**config.mk**
```make
export PLATFORM = sky130hd
export DESIGN_NAME = pong_vga_renderer
export DESIGN_NICKNAME = d
export VERILOG_FILES = /design/src/rtl/pong_vga_pkg.sv /design/src/rtl/pong_vga_timing.sv /design/src/rtl/pong_vga_renderer.sv
export SDC_FILE = /design/constraint.sdc
export NUM_CORES = 1
export LEC_CHECK = 0
export ABC_CLOCK_PERIOD_IN_PS = 3100
export BUFFER_PORTS_ARGS = -buffer_cell sky130_fd_sc_hd__buf_2
export CAP_MARGIN = 15
export CORE_MARGIN = 2
export CORE_UTILIZATION = 30
export DETAILED_ROUTE_END_ITERATION = 8
export GPL_ROUTABILITY_DRIVEN = 0
export PLACE_DENSITY_LB_ADDON = 0.1
export RECOVER_POWER = 25
export SYNTH_ARGS = -nofsm -noshare
export SYNTH_HDL_FRONTEND = slang
export SYNTH_HIERARCHICAL = 1
export SYNTH_SLANG_ARGS = --single-unit
```
**constraint.sdc**
```tcl
create_clock -name clk -period 3.1 [get_ports clk]
set_input_delay 0.62 -clock clk [delete_from_list [all_inputs] [get_ports clk]]
set_output_delay 0.62 -clock clk [all_outputs]
set_load 0.02 [all_outputs]
```
**src/rtl/pong_vga_pkg.sv**
```systemverilog
// Shared timing constants, playfield geometry and hit-test helpers for the
// Pong VGA renderer (640x480@60, 800x525 total).
package pong_vga_pkg;

  typedef logic [9:0]  cnt_t;
  typedef logic [11:0] coord_t;
  typedef logic [11:0] color_t;

  localparam cnt_t H_VISIBLE    = 10'd640;
  localparam cnt_t H_FRONT      = 10'd16;
  localparam cnt_t H_SYNC       = 10'd96;
  localparam cnt_t H_BACK       = 10'd48;
  localparam cnt_t H_TOTAL      = 10'd800;
  localparam cnt_t H_SYNC_START = H_VISIBLE + H_FRONT;
  localparam cnt_t H_SYNC_END   = H_SYNC_START + H_SYNC - 10'd1;
  localparam cnt_t H_LAST       = H_TOTAL - 10'd1;

  localparam cnt_t V_VISIBLE    = 10'd480;
  localparam cnt_t V_FRONT      = 10'd10;
  localparam cnt_t V_SYNC       = 10'd2;
  localparam cnt_t V_BACK       = 10'd33;
  localparam cnt_t V_TOTAL      = 10'd525;
  localparam cnt_t V_SYNC_START = V_VISIBLE + V_FRONT;
  localparam cnt_t V_SYNC_END   = V_SYNC_START + V_SYNC - 10'd1;
  localparam cnt_t V_LAST       = V_TOTAL - 10'd1;

  localparam coord_t P1_X_LO      = 12'd22;
  localparam coord_t P1_X_HI      = 12'd29;
  localparam coord_t P2_X_LO      = 12'd611;
  localparam coord_t P2_X_HI      = 12'd618;
  localparam coord_t WALL_TOP_LO  = 12'd22;
  localparam coord_t WALL_TOP_HI  = 12'd29;
  localparam coord_t WALL_BOT_LO  = 12'd458;
  localparam coord_t WALL_BOT_HI  = 12'd465;
  localparam coord_t NET_X_LO     = 12'd318;
  localparam coord_t NET_X_HI     = 12'd321;
  localparam coord_t NET_Y_LO     = 12'd30;
  localparam coord_t NET_Y_HI     = 12'd457;
  localparam coord_t PH_SMALL     = 12'd32;
  localparam coord_t PH_LARGE     = 12'd64;

  localparam coord_t TALLY_Y_LO   = 12'd8;
  localparam coord_t TALLY_Y_HI   = 12'd15;
  localparam coord_t TALLY_P1_X   = 12'd40;
  localparam coord_t TALLY_P2_X   = 12'd599;
  localparam coord_t TALLY_PITCH  = 12'd6;
  localparam coord_t TALLY_W      = 12'd4;

  typedef enum logic [2:0] {
    OBJ_NONE, OBJ_BALL, OBJ_PADDLE, OBJ_TALLY, OBJ_NET, OBJ_WALL
  } obj_t;

  typedef struct packed {
    logic [10:0] ball_x;
    logic [10:0] ball_y;
    logic [10:0] p1_y;
    logic [10:0] p2_y;
    logic [4:0]  p1_score;
    logic [4:0]  p2_score;
    logic        bat_size;
  } shadow_t;

  function automatic logic in_range(input coord_t v, input coord_t lo, input coord_t hi);
    return (v >= lo) && (v <= hi);
  endfunction

  // Sums stay 12 bits wide so objects near 2047 clip instead of wrapping.
  function automatic logic in_span(input coord_t v, input coord_t lo, input coord_t len);
    return (v >= lo) && (v < lo + len);
  endfunction

  // Player 1 bars grow rightwards from x=40, player 2 bars leftwards from x=599.
  function automatic logic tally_p1(input coord_t x, input logic [4:0] score);
    coord_t off;
    off = x - TALLY_P1_X;
    return (x >= TALLY_P1_X) && (off < coord_t'(score) * TALLY_PITCH)
           && ((off % TALLY_PITCH) < TALLY_W);
  endfunction

  function automatic logic tally_p2(input coord_t x, input logic [4:0] score);
    coord_t off;
    off = TALLY_P2_X - x;
    return (x <= TALLY_P2_X) && (off < coord_t'(score) * TALLY_PITCH)
           && ((off % TALLY_PITCH) < TALLY_W);
  endfunction

endpackage

```
**src/rtl/pong_vga_timing.sv**
```systemverilog
// Pixel clock-enable divider, 800x525 raster counters and raw sync/visible
// decode for the Pong renderer.
module vga_timing
  import pong_vga_pkg::*;
#(
  parameter int PIX_DIV = 4
) (
  input  logic clk,
  input  logic rst,
  output logic pix_en,
  output cnt_t h_cnt,
  output cnt_t v_cnt,
  output logic hsync_raw,
  output logic vsync_raw,
  output logic visible
);

  localparam int DIV_W = (PIX_DIV > 1) ? $clog2(PIX_DIV) : 1;
  localparam logic [DIV_W-1:0] DIV_LAST = DIV_W'(PIX_DIV - 1);

  logic [DIV_W-1:0] div;

  assign pix_en = (div == DIV_LAST);

  // NOTE: sequential state uses non-blocking assignments so every register
  // samples pre-edge values regardless of block ordering.
  always_ff @(posedge clk) begin
    if (rst)         div <= '0;
    else if (pix_en) div <= '0;
    else             div <= div + DIV_W'(1);
  end

  always_ff @(posedge clk) begin
    if (rst) begin
      h_cnt <= '0;
      v_cnt <= '0;
    end else if (pix_en) begin
      if (h_cnt == H_LAST) begin
        h_cnt <= '0;
        v_cnt <= (v_cnt == V_LAST) ? '0 : v_cnt + cnt_t'(1);
      end else begin
        h_cnt <= h_cnt + cnt_t'(1);
      end
    end
  end

  assign hsync_raw = !((h_cnt >= H_SYNC_START) && (h_cnt <= H_SYNC_END));
  assign vsync_raw = !((v_cnt >= V_SYNC_START) && (v_cnt <= V_SYNC_END));
  assign visible   = (h_cnt < H_VISIBLE) && (v_cnt < V_VISIBLE);

endmodule

```
**src/rtl/pong_vga_renderer.sv**
```systemverilog
// Pong VGA renderer: latches game state at vblank start and draws the field.
// Define SCORE_TALLY_EN to draw per-point score bars along the top edge.
module pong_vga_renderer
  import pong_vga_pkg::*;
#(
  parameter int     PIX_DIV   = 4,
  parameter int     BALL_SIZE = 8,
  parameter color_t COLOR_FG  = 12'hFFF,
  parameter color_t COLOR_BG  = 12'h030
) (
  input  logic        clk,
  input  logic        rst,
  input  logic [10:0] ball_x,
  input  logic [10:0] ball_y,
  input  logic [10:0] p1_y,
  input  logic [10:0] p2_y,
  input  logic [4:0]  p1_score,
  input  logic [4:0]  p2_score,
  input  logic        bat_size,
  output logic        hsync,
  output logic        vsync,
  output logic [11:0] rgb,
  output logic        video_on,
  output logic        frame_start
);

  localparam coord_t BALL_LEN = coord_t'(BALL_SIZE);

  logic    pix_en;
  cnt_t    h_cnt;
  cnt_t    v_cnt;
  logic    hsync_raw;
  logic    vsync_raw;
  logic    visible;
  logic    latch;
  shadow_t shadow;
  coord_t  x;
  coord_t  y;
  coord_t  ph;
  logic    ball_hit;
  logic    paddle_hit;
  logic    tally_hit;
  logic    net_hit;
  logic    wall_hit;
  obj_t    obj;

  vga_timing #(.PIX_DIV(PIX_DIV)) u_timing (
    .clk       (clk),
    .rst       (rst),
    .pix_en    (pix_en),
    .h_cnt     (h_cnt),
    .v_cnt     (v_cnt),
    .hsync_raw (hsync_raw),
    .vsync_raw (vsync_raw),
    .visible   (visible)
  );

  assign latch       = pix_en && (h_cnt == '0) && (v_cnt == V_VISIBLE);
  assign frame_start = latch && !rst;

  // NOTE: shadow state is plain registers, not a memory, so it is reset
  // explicitly; frame 0 renders from all-zero positions.
  always_ff @(posedge clk) begin
    if (rst) begin
      shadow <= '0;
    end else if (latch) begin
      shadow <= '{ball_x: ball_x, ball_y: ball_y, p1_y: p1_y, p2_y: p2_y,
                  p1_score: p1_score, p2_score: p2_score, bat_size: bat_size};
    end
  end

  assign x  = coord_t'(h_cnt);
  assign y  = coord_t'(v_cnt);
  assign ph = shadow.bat_size ? PH_LARGE : PH_SMALL;

  assign ball_hit   = in_span(x, coord_t'(shadow.ball_x), BALL_LEN)
                   && in_span(y, coord_t'(shadow.ball_y), BALL_LEN);
  assign paddle_hit = (in_range(x, P1_X_LO, P1_X_HI) && in_span(y, coord_t'(shadow.p1_y), ph))
                   || (in_range(x, P2_X_LO, P2_X_HI) && in_span(y, coord_t'(shadow.p2_y), ph));
  assign net_hit    = in_range(x, NET_X_LO, NET_X_HI) && in_range(y, NET_Y_LO, NET_Y_HI) && !y[4];
  assign wall_hit   = in_range(y, WALL_TOP_LO, WALL_TOP_HI) || in_range(y, WALL_BOT_LO, WALL_BOT_HI);

`ifdef SCORE_TALLY_EN
  assign tally_hit = in_range(y, TALLY_Y_LO, TALLY_Y_HI)
                  && (tally_p1(x, shadow.p1_score) || tally_p2(x, shadow.p2_score));
`else
  logic unused_scores;
  assign unused_scores = ^{shadow.p1_score, shadow.p2_score};
  assign tally_hit     = 1'b0;
`endif

  // NOTE: obj gets a default before the chain so no path leaves it
  // unassigned, which would otherwise infer a latch.
  always_comb begin
    obj = OBJ_NONE;
    if (ball_hit)        obj = OBJ_BALL;
    else if (paddle_hit) obj = OBJ_PADDLE;
    else if (tally_hit)  obj = OBJ_TALLY;
    else if (net_hit)    obj = OBJ_NET;
    else if (wall_hit)   obj = OBJ_WALL;
  end

  // Sync and colour share one register stage so they stay pixel-aligned.
  always_ff @(posedge clk) begin
    if (rst) begin
      hsync    <= 1'b1;
      vsync    <= 1'b1;
      video_on <= 1'b0;
      rgb      <= '0;
    end else if (pix_en) begin
      hsync    <= hsync_raw;
      vsync    <= vsync_raw;
      video_on <= visible;
      if (!visible)             rgb <= '0;
      else if (obj != OBJ_NONE) rgb <= COLOR_FG;
      else                      rgb <= COLOR_BG;
    end
  end

endmodule

```
[Word-level counts from Yosys, hierarchy flattened]
Cells that the tools add are included.
Storage, ports and cells
  register bits after elaboration: 82
  output and inout bits: 16
  word-level logic and storage cells: 89
Cells by class
  $add $sub $neg: 7
  order comparisons: 26
  equal/unequal tests: 4
  muxes and demuxes: 9
  reductions and logical operators: 31
Operators by type and width (count)
  less-than comparator 10 x 12 -> 1 bit: 4
  greater-or-equal comparator 10 x 11 -> 1 bit: 4
  <= comparator 10 x 9 -> 1 bit, second input constant: 4
  greater-or-equal comparator 10 x 5 -> 1 bit, second input constant: 3
  greater-or-equal comparator 10 x 9 -> 1 bit, second input constant: 3
  adder 11 x 4 -> 12 bit, second input constant: 2
  adder 11 x 7 -> 12 bit: 2
  2-to-1 mux 12 bit: 2
  logical AND 1 bit: 21
  adder 10 x 1 -> 10 bit, second input constant: 2
  == test 10 bit, second input constant: 2
  greater-or-equal comparator 10 bit, second input constant: 2
  <= comparator 10 bit, second input constant: 2
  <= comparator 10 x 5 -> 1 bit, second input constant: 2
  2-to-1 mux 10 bit: 2
  2-to-1 mux 3 bit: 4
  == test 10 x 9 -> 1 bit, second input constant: 1
  zero test 10 bit: 1
  less-than comparator 10 bit, second input constant: 1
  less-than comparator 10 x 9 -> 1 bit, second input constant: 1
  2-to-1 mux 7 bit: 1
  zero test 1 bit: 4
  nonzero test 3 bit: 1
  adder 2 x 1 -> 2 bit, second input constant: 1
  4 further kinds: 5

[Logic depth before layout (Yosys ltp)]
  word-level depth: 11
  gate-level depth with buffers: 12
  gate-level depth less buffers: 12

[By module]
Netlist, hierarchy kept.
By module, submodules not included
  pong_vga_renderer: instances 1, cells each 516, area each 4336.7 µm²
  vga_timing: instances 1, cells each 134, area each 1169.9 µm²

[Worst setup path before layout]
No wires, ideal clock.
  path kind: register to register
  from: reg shadow[0] in the netlist's numbering
  to: reg rgb[10]
  library setup time: 106 ps
  arrival time: 2346 ps
  data required time: 2994 ps
  path slack: 648 ps
  stages on the path, launching flop included: 13
  path buffers: 0
  clock period less this slack: 2452 ps
  cells stage by stage: dfxtp_1 -> inv_1 -> ha_1 -> fa_1 -> nand3_1 -> xnor2_1 -> ha_1 -> and4_1 -> a31oi_1 -> o22ai_1 -> a211oi_1 -> o21ai_0 -> o311ai_0
On the way
  word-level cells in the longest chain between the ends: 11
  elaborated cells between the ends (all ways): 15
RTL lines
  from (decl): RTL line pong_vga_renderer.sv:36  | shadow_t shadow;
  from (signal assigned): RTL line pong_vga_renderer.sv:67  | shadow <= '{ball_x: ball_x, ball_y: ball_y, p1_y: p1_y, p2_y: p2_y,
  2-to-1 mux 7 bit (*): RTL line pong_vga_renderer.sv:74  | assign ph = shadow.bat_size ? PH_LARGE : PH_SMALL;
  adder 11 x 7 -> 12 bit: RTL line pong_vga_pkg.sv:69  | return (v >= lo) && (v < lo + len);
  less-than comparator 10 x 12 -> 1 bit: RTL line pong_vga_pkg.sv:69
  logical AND 1 bit: RTL line pong_vga_pkg.sv:69
  logical AND 1 bit, on equally long branches: RTL line pong_vga_renderer.sv:78, pong_vga_renderer.sv:79
  logical OR 1 bit (*): RTL line pong_vga_renderer.sv:79  | || (in_range(x, P2_X_LO, P2_X_HI) && in_span(y, coord_t'(shadow.p2_y), ph));
  2-to-1 mux 3 bit (*): RTL line pong_vga_renderer.sv:97  | else if (paddle_hit) obj = OBJ_PADDLE;
  2-to-1 mux 3 bit (*): RTL line pong_vga_renderer.sv:96  | if (ball_hit) obj = OBJ_BALL;
  nonzero test 3 bit (*): RTL line pong_vga_renderer.sv:115  | else if (obj != OBJ_NONE) rgb <= COLOR_FG;
  2-to-1 mux 12 bit (*): RTL line pong_vga_renderer.sv:115
  2-to-1 mux 12 bit (*): RTL line pong_vga_renderer.sv:114  | if (!visible) rgb <= '0;
  to (signal assigned): RTL line pong_vga_renderer.sv:114
  to (signal assigned): RTL line pong_vga_renderer.sv:115
  to (signal assigned): RTL line pong_vga_renderer.sv:116  | else rgb <= COLOR_BG;
  to (decl): RTL line pong_vga_renderer.sv:22  | output logic [11:0] rgb,
Every way passes the cells marked *; elsewhere a longest branch is shown, timed or not.
A chain may end at the register's enable or synchronous reset.

[Worst setup path in the final report]
Same ends and word-level chain as after synthesis.

==> impl_metrics.toml <==
[setup_path]
cp.required_ns = 3.33
worstPathCellList = "inv_1 -> ha_1 -> fa_1 -> nand3_1 -> xnor2_1 -> ha_1 -> and4_1 -> a31oi_1 -> o22ai_1 -> a211oi_1 -> o21ai_0 -> o311ai_0"
endpoint = "rgb[10]$_SDFFE_PP0P_"
slowest_delay_ns = 0.51
cp_top_family = "adder cells"
worstRegToRegCells = 12
cpMostUsedCell = "ha_1"
critPathLaunchType = "register"
crit_path_max_fanout = 6
crit_arrival_ns = 3.12
worstSetupPathDepth = 12
setup.worst_path.start = "shadow[0]$_SDFFE_PP0P_"
r2r_start = "shadow[0]$_SDFFE_PP0P_"
critPathKind = "register to register"
critPathSlowestCell = "dfxtp_1"
critPathCaptureType = "register"
critPathBufInv = 1
r2r_slack_ns = 0.22
timing.rr.end = "rgb[10]$_SDFFE_PP0P_"

[finish]
diodes = 0
fillerInstances = 1851
fin_util_pct = 34.76
finish.instance_area_um2 = 6245
finalNetCount = 845
layout-drive-gt1-share_pct = 23.78
final_cells = 944
syn2layout_area_growth_pct = 13.41

[logic_synthesis]
synth_compound_area_share_pct = 18.90
synth_edf_count = 0
synthTopCellsByArea = "dfxtp_1, ha_1, a21oi_2"
yosysTopAreaCellShare_pct = 25.81
synth_common_cells = "ha_1, dfxtp_1, nand2_1, inv_1"
synthAdderAreaFrac_pct = 18.00
synth-seq-cells = 71
yosys_most_used_dff = "dfxtp_1"
syn_inst = 650
avgSynthCellArea_um2 = 8.472
synth_top_area_cell = "dfxtp_1"
yosys_warnings = 6
synth_cell_types = 65
async_flop_share_pct = 0
yosysMostFrequentCell = "ha_1"
syn_nets = 785
synth_xor_xnor_area_share_pct = 4.135
synthSimpleGateAreaFrac_pct = 24.22
muxShareOfSynthArea_pct = 0.7726
syn_area_um2 = 5507
yosysSeqAreaShare_pct = 25.81
synth_top_family_by_area = "simple AND/OR/NAND/NOR gates"

[routing]
routed_via_density = 5.036
firstDrtPassIters = 4
vias = 4754
drt-initial-drc-count = 181
drc = 0
antenna_left = 0
drt-total-wl_mm = 14.67
wl_per_cell_um = 15.54

[cts]
cts_max_level = 3
ctsHoldBuffers = 0
cts_tree = "built"
cts.sinks = 71
insertion_delay_ns = 0.35
cts_resized = 0
cts_setup_buffers = 0
cts.clk_slew.worst_paths_ns = 0.06
cts_buffers = 9
clock_path_buffers = 2
cts-root-buf = "clkbuf_16"

[power_and_ir_drop]
seqPwrFrac_pct = 46.3
p_sw_mw = 0.4801
p_int_mw = 1.525
p_per_area_nw_per_um2 = 321.1
power_frac_clock_pct = 48.4
total_power_mw = 2.005
peakVddDrop_mv = 0.2336
leakagePower_nw = 2.323
switching_share_pct = 23.94
comb_power_share_pct = 5.4

[grt]
grt_pass1_vias = 4792
antenna_found_initial = 0
grt_pass1_wl_mm = 24.16
track_usage_pct = 15.50
grt_max_degree = 46
grt.overflow.total = 0

[placement]
place_ws_ns = 0.2335
dp_cells = 928
port-buffer-count = 62
place_area_um2 = 5995
dp.final_hpwl_mm = 11.02

[die]
die_w_um = 139.5
start_util_pct = 30.65
dieHeight_um = 139.5
rows = 49
dieArea_um2 = 19450
core_um2 = 17960
num_io_pins = 73

[timing]
timing.fmax_ghz = 0.3467
worst_slack_ns = 0.2154
fin_crit_sh_pct = 93.05
worst_pin_slew_ns = 0.8925
slew_headroom_pct = 40.50
fin_worst_skew_ns = 0.009552
timing.hold.ws_ns = 0.4304
fin_setup_tns_ns = 0
slew_violations = 0
hold_violations = 0
rsz0062_at_grt = "false"
setup_violations = 0
period_minus_slack_ns = 2.885

[outcome]
status = "finished clean"

[flow_run]
maxCapViolations = 0

[hold_path]
hold_path_class = "register to register"
## power by group through the flow
stage	logic, mW	registers (mW)	clock network [mW]
2_1_floorplan	0.0605	0.950	0
6_report	0.107	0.928	0.970
4_1_cts	0.112	0.928	1.01
3_3_place_gp	0.111	0.948	0
5_1_grt	0.119	0.929	1.04
3_5_place_dp	0.112	0.948	0
## how the worst min path moves through the flow
stage / from / endpoint / cells after the start
floorplan: u_timing/div[0]$_SDFF_PP0_ / u_timing/div[0]$_SDFF_PP0_ / 1
global placement: u_timing/div[0]$_SDFF_PP0_ / u_timing/div[0]$_SDFF_PP0_ / 1
detailed placement: u_timing/div[0]$_SDFF_PP0_ / u_timing/div[0]$_SDFF_PP0_ / 1
CTS: u_timing/div[0]$_SDFF_PP0_ / u_timing/div[0]$_SDFF_PP0_ / 1
global route: u_timing/div[0]$_SDFF_PP0_ / u_timing/div[0]$_SDFF_PP0_ / 1
finish: u_timing/div[0]$_SDFF_PP0_ / u_timing/div[0]$_SDFF_PP0_ / 1
## cell families (layout without fill, tap and decap cells)
logic type | count (synthesis) | after routing
AND/OR/NAND/NOR | 240 | 240
AO/OA/AOI/OAI | 146 | 146
buffers and inverters | 85 | 150
adder cells (fa/ha/maj) | 78 | 78
flip-flops | 71 | 71
XOR/XNOR | 26 | 26
multiplexers | 4 | 4
## sequential cells by signal (all words and copies together), names as in the netlist
register        flops
shadow             45
u_timing/h_cnt     10
u_timing/v_cnt     10
rgb                 2
u_timing/div        2
hsync               1
vsync               1
## routing by layer
layer  global-route usage (%)  vias up  part of all wire [%]
met3                    1.961       23                   3.1
met5                        0        -                     0
li1                         -     2419                     -
met1                    19.65     2227                    47
met2                    26.42       85                    47
met4                    6.752        0                   2.6
## cell type report
| class | count | area (um^2) | share of cell area [%] |
|---|---|---|---|
| clock buffer | 13 | 250.2 | 4.007 |
| inverter | 57 | 214.0 | 3.426 |
| clock inverter | 3 | 18.77 | 0.3005 |
| multi-input combinational | 494 | 3637 | 58.24 |
| timing repair buffer | 77 | 416.7 | 6.672 |
| tap | 229 | 286.5 | 4.588 |
| sequential | 71 | 1421 | 22.76 |
## layout by cell type, fill, tap and decap left out, types with 5 or more instances in the layout
cell,instances
nand3_1,21
o21ai_0,22
nand2b_1,10
nand2_2,40
o31ai_1,5
nor4_1,5
dfxtp_1,71
nor2_1,25
nand4_1,13
buf_4,13
a21oi_1,25
nand2_1,66
xnor2_1,22
inv_1,57
nor3_1,13
nor2b_1,8
buf_2,50
a21oi_2,40
or4_1,7
a211oi_1,11
o21a_1,5
ha_1,76
a21o_1,8
o211ai_1,5
clkbuf_1,16
clkbuf_16,9
and3_1,5
(Power assumes the default switching activity.)
